--- src/rtl/ppm_modulator.sv ---
// 4-PPM line modulator: latches a 2-bit symbol and emits one pulse in the selected slot of a 4-slot frame.
// Optional guard slot after slot 3 when PPM_GUARD_EN is defined.
module ppm_modulator #(
  parameter int SLOT_CYCLES  = 4,
  parameter int PULSE_CYCLES = 1
) (
  input  logic       clk,
  input  logic       rst_n,
  input  logic [1:0] sym_in,
  input  logic       sym_valid,
  output logic       sym_ready,
  output logic       ppm_out,
  output logic       busy,
  output logic       sym_done
);

  localparam int CW = (SLOT_CYCLES > 1) ? $clog2(SLOT_CYCLES) : 1;
  localparam logic [CW-1:0] CNT_MAX = CW'(SLOT_CYCLES - 1);

`ifdef PPM_GUARD_EN
  typedef enum logic [1:0] {IDLE, SLOT, GUARD} state_t;
`else
  typedef enum logic [0:0] {IDLE, SLOT} state_t;
`endif

  state_t          state, n_state;
  logic [CW-1:0]   cnt, n_cnt;
  logic [1:0]      slot, n_slot;
  logic [1:0]      sym, n_sym;
  logic            xfer, slot_end, frame_end;
  logic            n_last, n_ppm;

  always_comb begin
    xfer     = sym_valid & sym_ready;
    slot_end = (cnt == CNT_MAX);
    n_state  = state;
    n_slot   = slot;
    n_sym    = sym;
    n_cnt    = slot_end ? '0 : cnt + 1'b1;
`ifdef PPM_GUARD_EN
    frame_end = (state == GUARD) && slot_end;
`else
    frame_end = (state == SLOT) && (slot == 2'd3) && slot_end;
`endif

    case (state)
      IDLE: begin
        n_cnt = '0;
        if (xfer) begin
          n_state = SLOT;
          n_slot  = 2'd0;
          n_sym   = sym_in;
        end
      end
      SLOT: begin
        if (slot_end && slot != 2'd3) n_slot = slot + 2'd1;
`ifdef PPM_GUARD_EN
        if (slot_end && slot == 2'd3) n_state = GUARD;
`endif
      end
      default: ;
    endcase

    // Frame end either re-arms immediately (back-to-back) or drops to IDLE.
    if (frame_end) begin
      n_slot  = 2'd0;
      n_state = xfer ? SLOT : IDLE;
      if (xfer) n_sym = sym_in;
    end

`ifdef PPM_GUARD_EN
    n_last = (n_state == GUARD) && (n_cnt == CNT_MAX);
`else
    n_last = (n_state == SLOT) && (n_slot == 2'd3) && (n_cnt == CNT_MAX);
`endif
    n_ppm = (n_state == SLOT) && (n_slot == n_sym) &&
            ({{(32-CW){1'b0}}, n_cnt} < 32'(PULSE_CYCLES));
  end

  // Outputs are computed from next-state values so each flop lines up with its frame cycle.
  always_ff @(posedge clk or negedge rst_n) begin
    if (!rst_n) begin
      state     <= IDLE;
      cnt       <= '0;
      slot      <= 2'd0;
      sym       <= 2'd0;
      ppm_out   <= 1'b0;
      busy      <= 1'b0;
      sym_done  <= 1'b0;
      sym_ready <= 1'b0;
    end else begin
      state     <= n_state;
      cnt       <= n_cnt;
      slot      <= n_slot;
      sym       <= n_sym;
      ppm_out   <= n_ppm;
      busy      <= (n_state != IDLE);
      sym_done  <= n_last;
      sym_ready <= (n_state == IDLE) || n_last;
    end
  end

endmodule

--- config.mk ---
export PLATFORM = sky130hd
export DESIGN_NAME = ppm_modulator
export DESIGN_NICKNAME = d
export VERILOG_FILES = /design/src/rtl/ppm_modulator.sv
export SDC_FILE = /design/constraint.sdc
export NUM_CORES = 1
export LEC_CHECK = 0
export ABC_AREA = 1
export ABC_CLOCK_PERIOD_IN_PS = 1600
export CORE_AREA = 4 4 41 43
export CTS_BUF_LIST = sky130_fd_sc_hd__clkbuf_2
export CTS_CLUSTER_DIAMETER = 60
export DETAILED_ROUTE_END_ITERATION = 12
export DIE_AREA = 0 0 45 47
export PLACE_DENSITY = 0.69
export SLEW_MARGIN = 15
export SYNTH_ARGS = -nofsm -noshare
export SYNTH_HDL_FRONTEND = slang
export SYNTH_SLANG_ARGS = --single-unit
export TNS_END_PERCENT = 5
--- constraint.sdc ---
create_clock -name clk -period 1.6 [get_ports clk]
set_clock_uncertainty 0.2 [all_clocks]
set_input_delay 0.24 -clock clk [delete_from_list [all_inputs] [get_ports clk]]
set_output_delay 0.24 -clock clk [all_outputs]
set_load 0.01 [all_outputs]
Word-level counts from Yosys, hierarchy flattened. Index checks and enable logic that the tools add are counted.

ROM bits: 0. Bits in writable memories: 0. Memories kept: 0. Output and inout bits: 4. Register bits after elaboration: 10. Latch bits: 0. Input port bits: 5. Word-level logic and storage cells: 40.

Bitwise operators: 3. $lt $le $gt $ge: 1. Divide/modulo/power cells: 0. Add/sub/neg operators: 2. Multipliers: 0. Mux-type cells: 13. Shift operators: 0. Reduce and logical (&&, ||, !) cells: 8. Eq/ne operators: 6.

Operators by type and width (count): 2-bit two-way mux (9); 2-bit == test (second input constant) (4); 1-bit logical AND (7); 2-bit by 1-bit adder with 2-bit output (second input constant) (2); 2-bit case mux with 2 select lines (1); 1-bit two-way mux (3); 2-bit == test (1); 2-bit by 1-bit less-than comparator with 1-bit output (second input constant) (1); 2-bit inequality test (second input constant) (1); 1-bit NOT (2); 1-bit bitwise AND (1); 1-bit logical OR (1).

Logic depth before layout (Yosys ltp). Gate-level depths: netlist of run 1.

Depth in word-level cells: 9. Gate-level depth with buffers: 10. Mapped depth without buffers: 10.

Worst setup path before layout of run 1. Ideal clock, no wire load.

Kind: flip-flop to flip-flop. Start point: register cnt[0]. End point: register ppm_out. Clock period less this slack: 1.500 ns. Required time: 1.286 ns. Cell stages (with the launch flop): 11. Buffers on the path: 1. Library setup time: 0.114 ns. Arrival: 1.186 ns. Path slack: 0.100 ns. Cell sequence: dfrtp_1 -> ha_1 -> buf_4 -> nand2_1 -> nand2_1 -> nand3_1 -> nand2_1 -> nand2_1 -> nand2_1 -> nand2_1 -> nor2_2.

Longest elaborated chain between the ends: 8. Elaborated cells on any way between the ends: 15. Classes of those cells: 1 x add/sub; 1 x order compare; 2 x eq/ne; 7 x mux; 4 x reduce/logical.

Ends and longest elaborated chain: start, declared (line 27) `logic [CW-1:0] cnt, n_cnt;`; start signal, assigned (line 93) `cnt <= n_cnt;`; 2-bit == test (line 35) `slot_end = (cnt == CNT_MAX);`; 1-bit logical AND (line 56) `if (slot_end && slot != 2'd3) n_slot = slot + 2'd1;`; 2-bit two-way mux (line 56); 2-bit case mux with 2 select lines (line 46) `case (state)`; 2-bit two-way mux (line 65) `if (frame_end) begin`; 2-bit == test (line 76) `n_ppm = (n_state == SLOT) && (n_slot == n_sym) &&`; 1-bit logical AND (line 76); 1-bit logical AND (*) (line 76); via n_ppm (line 31) `logic n_last, n_ppm;`; end signal, assigned (line 96) `ppm_out <= n_ppm;`; end, declared (line 12) `output logic ppm_out,`.

Mark *: on every way through the listed nets, which the timed path passes. The rest lies on a longest branch.

Worst setup path after layout of run 1.
Start point: register sym_done. End point: output port sym_done.

RTL lines: start, declared (line 14) `output logic sym_done`; start signal, assigned (line 98) `sym_done <= n_last;`.

No word-level cell between the ends.

==> results of run 1 <==
## area by class of cell
class	count	area (µm²)
Fill cell	111	478.0
Multi-Input combinational cell	49	332.8
Sequential cell	10	251.5
Timing Repair Buffer	17	155.1
Inverter	12	50.05
Tap cell	15	18.77
Clock buffer	3	15.01
## how the worst max path moves through the flow
stage,start,endpoint,slack (ns),cells after the start
after floorplan,cnt[0],ppm_out,0.1,10
after global placement,sym_valid,ppm_out,-0.06,9
after detailed placement,sym_valid,ppm_out,-0.10,9
after CTS,slot[1],ppm_out,-0.03,10
after global routing,cnt[0],ppm_out,-0.009,9
final,sym_done,sym_done,0.06,1
## synth_stat cells
cell type | n | area, µm²
nand2_2 | 1 | 6.260
inv_4 | 1 | 6.260
nand2_4 | 2 | 22.52
nand3_1 | 10 | 50.05
buf_4 | 1 | 7.510
nand3_2 | 4 | 40.04
nor2_1 | 3 | 11.26
nand2_1 | 19 | 71.32
nand3b_1 | 2 | 15.01
nand4_1 | 1 | 6.260
inv_1 | 10 | 37.54
ha_1 | 2 | 25.02
nor2_2 | 1 | 6.260
dfrtp_1 | 10 | 250.2
nand3_4 | 1 | 17.52
o21ai_2 | 1 | 8.760
a21oi_1 | 2 | 10.01
clkinv_1 | 1 | 3.750
buf_6 | 1 | 11.26
## sequential cells by signal, summed over array words and instances, names as in the netlist
| name | flops |
|---|---|
| cnt | 2 |
| ppm_out | 1 |
| slot | 2 |
| state | 1 |
| sym | 2 |
| sym_done | 1 |
| sym_ready | 1 |
## cell families (layout without fill, tap and decap cells)
family / Yosys count / in the layout / share of synthesized area [%]
AO/OA/AOI/OAI: 3 / 3 / 3.093
buffers and inverters: 14 / 32 / 10.93
AND/OR/NAND/NOR: 44 / 44 / 40.62
adder cells (fa/ha/maj): 2 / 2 / 4.123
flip-flops: 10 / 10 / 41.24
## power breakdown
part	total (W)	leakage (nW)	switching, W	internal, W
Combinational	0.00111	0.299	0.000610	0.000500
Clock	0.000122	0.0125	0.0000711	0.0000512
Sequential	0.000453	0.124	0.0000862	0.000367
Total	0.00169	0.435	0.000768	0.000918
## routing by layer
metal  global-route usage (%)  wire, µm
met1                    16.82       588
met5                        0         0
met3                    2.299        45
met2                    21.75       636
met4                    8.772        16
## what timing repair did
| action | 4_1_cts | 5_1_grt |
|---|---|---|
| pin swaps | 0 | 4 |
| gates cloned | 0 | 0 |
| hold buffers | 0 | 0 |
| endpoints found under the hold margin | 0 | 0 |
| buffers inserted | 1 | 1 |
| resized for setup | 3 | 13 |
| setup endpoints to repair | 3 | 7 |
## stage by stage
| step | setup slack (ns) | TNS (ns) | hold slack, ns | utilization [%] |
|---|---|---|---|---|
| 4_1_cts | -0.03115 | -0.03115 | 0.09333 | 58.56 |
| 6_report | 0.06167 | 0 | 0.1015 | 63.27 |
| 3_3_place_gp | -0.06367 | -0.06367 | 0.2907 | 56.83 |
| 5_1_grt | -0.008995 | -0.008995 | 0.1018 | 63.27 |
| 2_1_floorplan | 0.09978 | 0 | -0.2556 | - |
| 3_5_place_dp | -0.1036 | -0.1242 | 0.3092 | 56.83 |
==> run summary, run 1 <==
Outcome = finished, final reports clean
Initial antenna violation count = 0
Slowest-stage cell, CP = clkdlybuf4s50_1
H-Tree Depth = 1
PnR Total Power = 0.001686 W
Placed cell area = 739.5 µm²
DRT Pass-1 Iters = 2
Post-Syn Instances = 73
Cell area after layout = 823.3 µm²
Worst-Margin Slew = 0.4314 ns
1st-iter DRT viols = 5
Core ar. = 0.001301 mm²
Fmax = 650.1 MHz
Die height = 47 µm
Hold Path Class = in2async
Die area = 0.002115 mm²
Peak supply drop = 1.056 mV
Req. time, crit path = 1.16 ns
CTS tree = done
CTS sink cnt = 10
DP Wirelength = 920.2 µm
Placer Congestion = 0.7551
CP endpoint kind = output pin
Layout cell share with drive strength beyond 1 = 34.07%
Final-report setup violation count = 0
Final slew viol count = 0
First-pass GRT wire length = 2021 µm
CP Launch Type = register
Synth Area per Inst = 8.313 µm²
Worst Path Buf+Inv = 1
Worst Setup Path Type = reg2out
CTS clock-pin slew for the worst setup and hold paths = 0.09 ns
Max Cap Violations = 0
Seq/Total Area, Yosys = 41.24%
Clock Tree Buf Depth = 2
Critical register-to-register path endpoint = ppm_out
CP max stage delay = 0.53 ns
Routed Antenna Nets = 0
Commonest non-fill, non-tap cells in the layout = 16 x nand2_1, 9 x nand3_1, 9 x inv_1, 9 x dfrtp_1, 8 x buf_4
Worst-path maximum fanout = 1
Unrepaired setup endpoints after global routing = yes
Final #Nets = 100
Worst r2r src = state
IO buf count = 8
Placed cells = 101
# DRC = 0
Final wirelength = 1286 µm
N_diodes = 0
Io pins = 9
Synth cell types = 19
Largest delay share family, worst path = buffers and inverters
Finished Layout Cells = 106
Routed vias/inst = 4.887
Ordered cell list for the critical path = clkdlybuf4s50_1
Slew headroom = 71.15%
Worst R2R Setup Slack = 0.08 ns
Area grow syn2layout = 35.67%
FF+latch count, synth = 10
CTS Root Cell = clkbuf_2
Worst R2R Path Depth = 9
Wirelength per Cell = 12.13 µm
Tmin final = 1.538 ns
Final Cycle Share = 96.15%
Syn. warnings = 0
Total CTS buffers = 3
Vias = 518
Synth Cell Area = 606.8 µm²
Most common cell after layout, fill and taps aside = nand2_1
Clk Latency, worst-skew pair = 0.24 ns
Total gr overflow = 0
# rows = 13
Total GRT Usage = 13.54%
Syn_nets = 80
Worst Path Arrival = 1.10 ns
Leak Pwr = 0.4352 nW
Largest net degree at the start of global routing = 11
Initial core utilization = 46.63%
Final Hold Violating Endpoints = 0
Pwr per Cell Area = 2048 mW/mm²
Vias in the first global route = 508
Die width = 45 µm
No activity file was read; power rests on OpenSTA's default activity.
==> run 2, diff against run 1 <==
--- a/config.mk
+++ b/config.mk
@@ -13,6 +13,7 @@
 export DETAILED_ROUTE_END_ITERATION = 12
 export DIE_AREA = 0 0 45 47
 export PLACE_DENSITY = 0.69
+export RECOVER_POWER = 100
 export SLEW_MARGIN = 15
 export SYNTH_ARGS = -nofsm -noshare
 export SYNTH_HDL_FRONTEND = slang
==> run 2 against run 1 <==
Clock power hardly changed. Critical path depth stayed put. Sequential power hardly changed. Design area stayed put. Register-to-register slack hardly changed. Wire length stayed put. Global-route usage stayed put. Final cell count stayed put. Sequential cell count stayed put. Core utilization stayed put. Largest power group unchanged. Highest routed layer unchanged.
==> run summary, run 2 (synthesis results as in run 1) <==
DRT Pass-1 Iters = 2 (unchanged)
Leak Pwr = 0.4355 nW (was 0.4352 nW)
Worst R2R Path Depth = 9 (unchanged)
Wirelength per Cell = 12.13 µm (unchanged)
CP max stage delay = 0.53 ns (about the same)
Post-Route Utilization = 63.27% (unchanged)
Clock Tree Buf Depth = 2 (unchanged)
Final slew viol count = 0 (unchanged)
Ordered cell list for the critical path = clkdlybuf4s50_1 (unchanged)
Worst-path maximum fanout = 1 (unchanged)
Outcome = finished, final reports clean (unchanged)
Sw Ratio = 45.56% (was 45.54%)
Vias in the first global route = 508 (unchanged)
Biggest regs = cnt: 2 flops, slot: 2 flops, sym: 2 flops (unchanged)
Die height = 47 µm (unchanged)
Req. time, crit path = 1.16 ns (about the same)
Hold-fix buffers, CTS = 0 (unchanged)
Peak supply drop = 1.056 mV (about the same)
First-pass GRT wire length = 2021 µm (unchanged)
Worst-Margin Slew = 0.4365 ns (was 0.4314 ns)
Critical register-to-register path endpoint = ppm_out (unchanged)
CP endpoint kind = output pin (unchanged)
IO buf count = 8 (unchanged)
Vias = 518 (unchanged)
Final Cycle Share = 96.15% (unchanged)
Die width = 45 µm (unchanged)
Final #Nets = 100 (unchanged)
DP Wirelength = 920.2 µm (unchanged)
Hold Path Class = in2async (unchanged)
CTS sink cnt = 10 (unchanged)
CTS clock-pin slew for the worst setup and hold paths = 0.09 ns (about the same)
Total CTS buffers = 3 (unchanged)
Total GRT Usage = 13.54% (unchanged)
Total gr overflow = 0 (unchanged)
Clk Latency, worst-skew pair = 0.24 ns (about the same)
Pwr per Cell Area = 2047 mW/mm² (was 2048 mW/mm²)
Initial core utilization = 46.63% (unchanged)
Max Cap Violations = 0 (unchanged)
Routed Antenna Nets = 0 (unchanged)
Slew headroom = 70.80% (was 71.15%)
CP Launch Type = register (unchanged)
Final Hold Violating Endpoints = 0 (unchanged)
Area grow syn2layout = 35.67% (unchanged)
Final wirelength = 1286 µm (unchanged)
Crit path from = sym_done (unchanged)
Worst Path Arrival = 1.10 ns (about the same)
N_diodes = 0 (unchanged)
Placer Congestion = 0.7551 (unchanged)
Internal power = 0.0009175 W (was 0.0009180 W)
Initial antenna violation count = 0 (unchanged)
Net switching power = 0.0007677 W (about the same)
Worst r2r src = state (unchanged)
Worst Path Buf+Inv = 1 (unchanged)
Io pins = 9 (unchanged)
Worst R2R Setup Slack = 0.08 ns (about the same)
1st-iter DRT viols = 5 (unchanged)
Layout cell share with drive strength beyond 1 = 34.07% (unchanged)
Worst Setup Path Type = reg2out (unchanged)
Slowest-stage cell, CP = clkdlybuf4s50_1 (unchanged)
Tmin final = 1.538 ns (unchanged)
Comb power frac = 65.9% (about the same)
Min Hold Slack = 0.1718 ns (was 0.1015 ns)
Most common cell after layout, fill and taps aside = nand2_1 (unchanged)
Die area = 0.002115 mm² (unchanged)
Routed vias/inst = 4.887 (unchanged)
# rows = 13 (unchanged)
Largest net degree at the start of global routing = 11 (unchanged)
H-Tree Depth = 1 (unchanged)
Seq pwr share = 26.9% (about the same)
Final-report setup violation count = 0 (unchanged)
Largest delay share family, worst path = buffers and inverters (unchanged)
CTS Root Cell = clkbuf_2 (unchanged)
Clk pwr share = 7.3% (about the same)
Core ar. = 0.001301 mm² (unchanged)
Fmax = 650.1 MHz (unchanged)
CTS tree = done (unchanged)
Commonest non-fill, non-tap cells in the layout = 16 x nand2_1, 9 x nand3_1, 9 x inv_1, 9 x dfrtp_1, 8 x buf_4 (unchanged)
# DRC = 0 (unchanged)
Unrepaired setup endpoints after global routing = yes (unchanged)
## run 2: worst max-delay path by stage
stage	to	cells past startpoint
CTS	ppm_out	10
global placement	ppm_out	9
global route	ppm_out	9
finish	sym_done	1
floorplan	ppm_out	10
detailed placement	ppm_out	9
## run 2: final cells by class
| cell class | instances | area, µm² |
|---|---|---|
| Fill cell | 111 | 478.0 |
| Multi-Input combinational cell | 49 | 332.8 |
| Timing Repair Buffer | 17 | 155.1 |
| Inverter | 12 | 50.05 |
| Tap cell | 15 | 18.77 |
| Clock buffer | 3 | 15.01 |
| Sequential cell | 10 | 251.5 |
## run 2: metrics by stage
stage                     instances  total power (W)  setup WS (ns)  setup TNS, ns  instance area [µm²]
after floorplan                  73         0.001100        0.09978              0                606.8
after global placement          101         0.001347       -0.06367       -0.06367                739.5
after detailed placement        101         0.001374        -0.1036        -0.1242                739.5
after CTS                       105         0.001533       -0.03115       -0.03115                762.0
after global routing            106         0.001846      -0.008995      -0.008995                823.3
final                           106         0.001685        0.06167              0                823.3
## run 2: worst register-to-register path, cell delays in order, from the launching register on
cell and delay [ns]:
dfrtp_2 0.42, buf_6 0.13, buf_4 0.13, nand3_4 0.09, nand2_4 0.08, nand2_4 0.07, nand2_1 0.09, nand3_2 0.07
nand3_2 0.07, nor2_2 0.10
## run 2: routing by layer
layer  track usage [%]  vias to the layer above  routed length, µm
met4             8.772                        0                 16
met3             2.299                        4                 45
met1             16.82                      234                588
met2             21.75                        8                635
li1                  -                      272                  -
met5                 0                        -                  0
## run 2: what timing repair did
item                                    in CTS  in global routing
buffers inserted                             1                  1
pin swaps                                    0                  4
resized for setup                            3                 13
endpoints found under the setup margin       3                  7
## run 2: power by group through the flow
stage / clock network (W) / logic [W] / registers (W)
final: 0.000122 / 0.00111 / 0.000453
after global routing: 0.000142 / 0.00124 / 0.000463
after CTS: 0.000133 / 0.000974 / 0.000426
after detailed placement: 0 / 0.000931 / 0.000444
after global placement: 0 / 0.000904 / 0.000443
after floorplan: 0 / 0.000657 / 0.000443
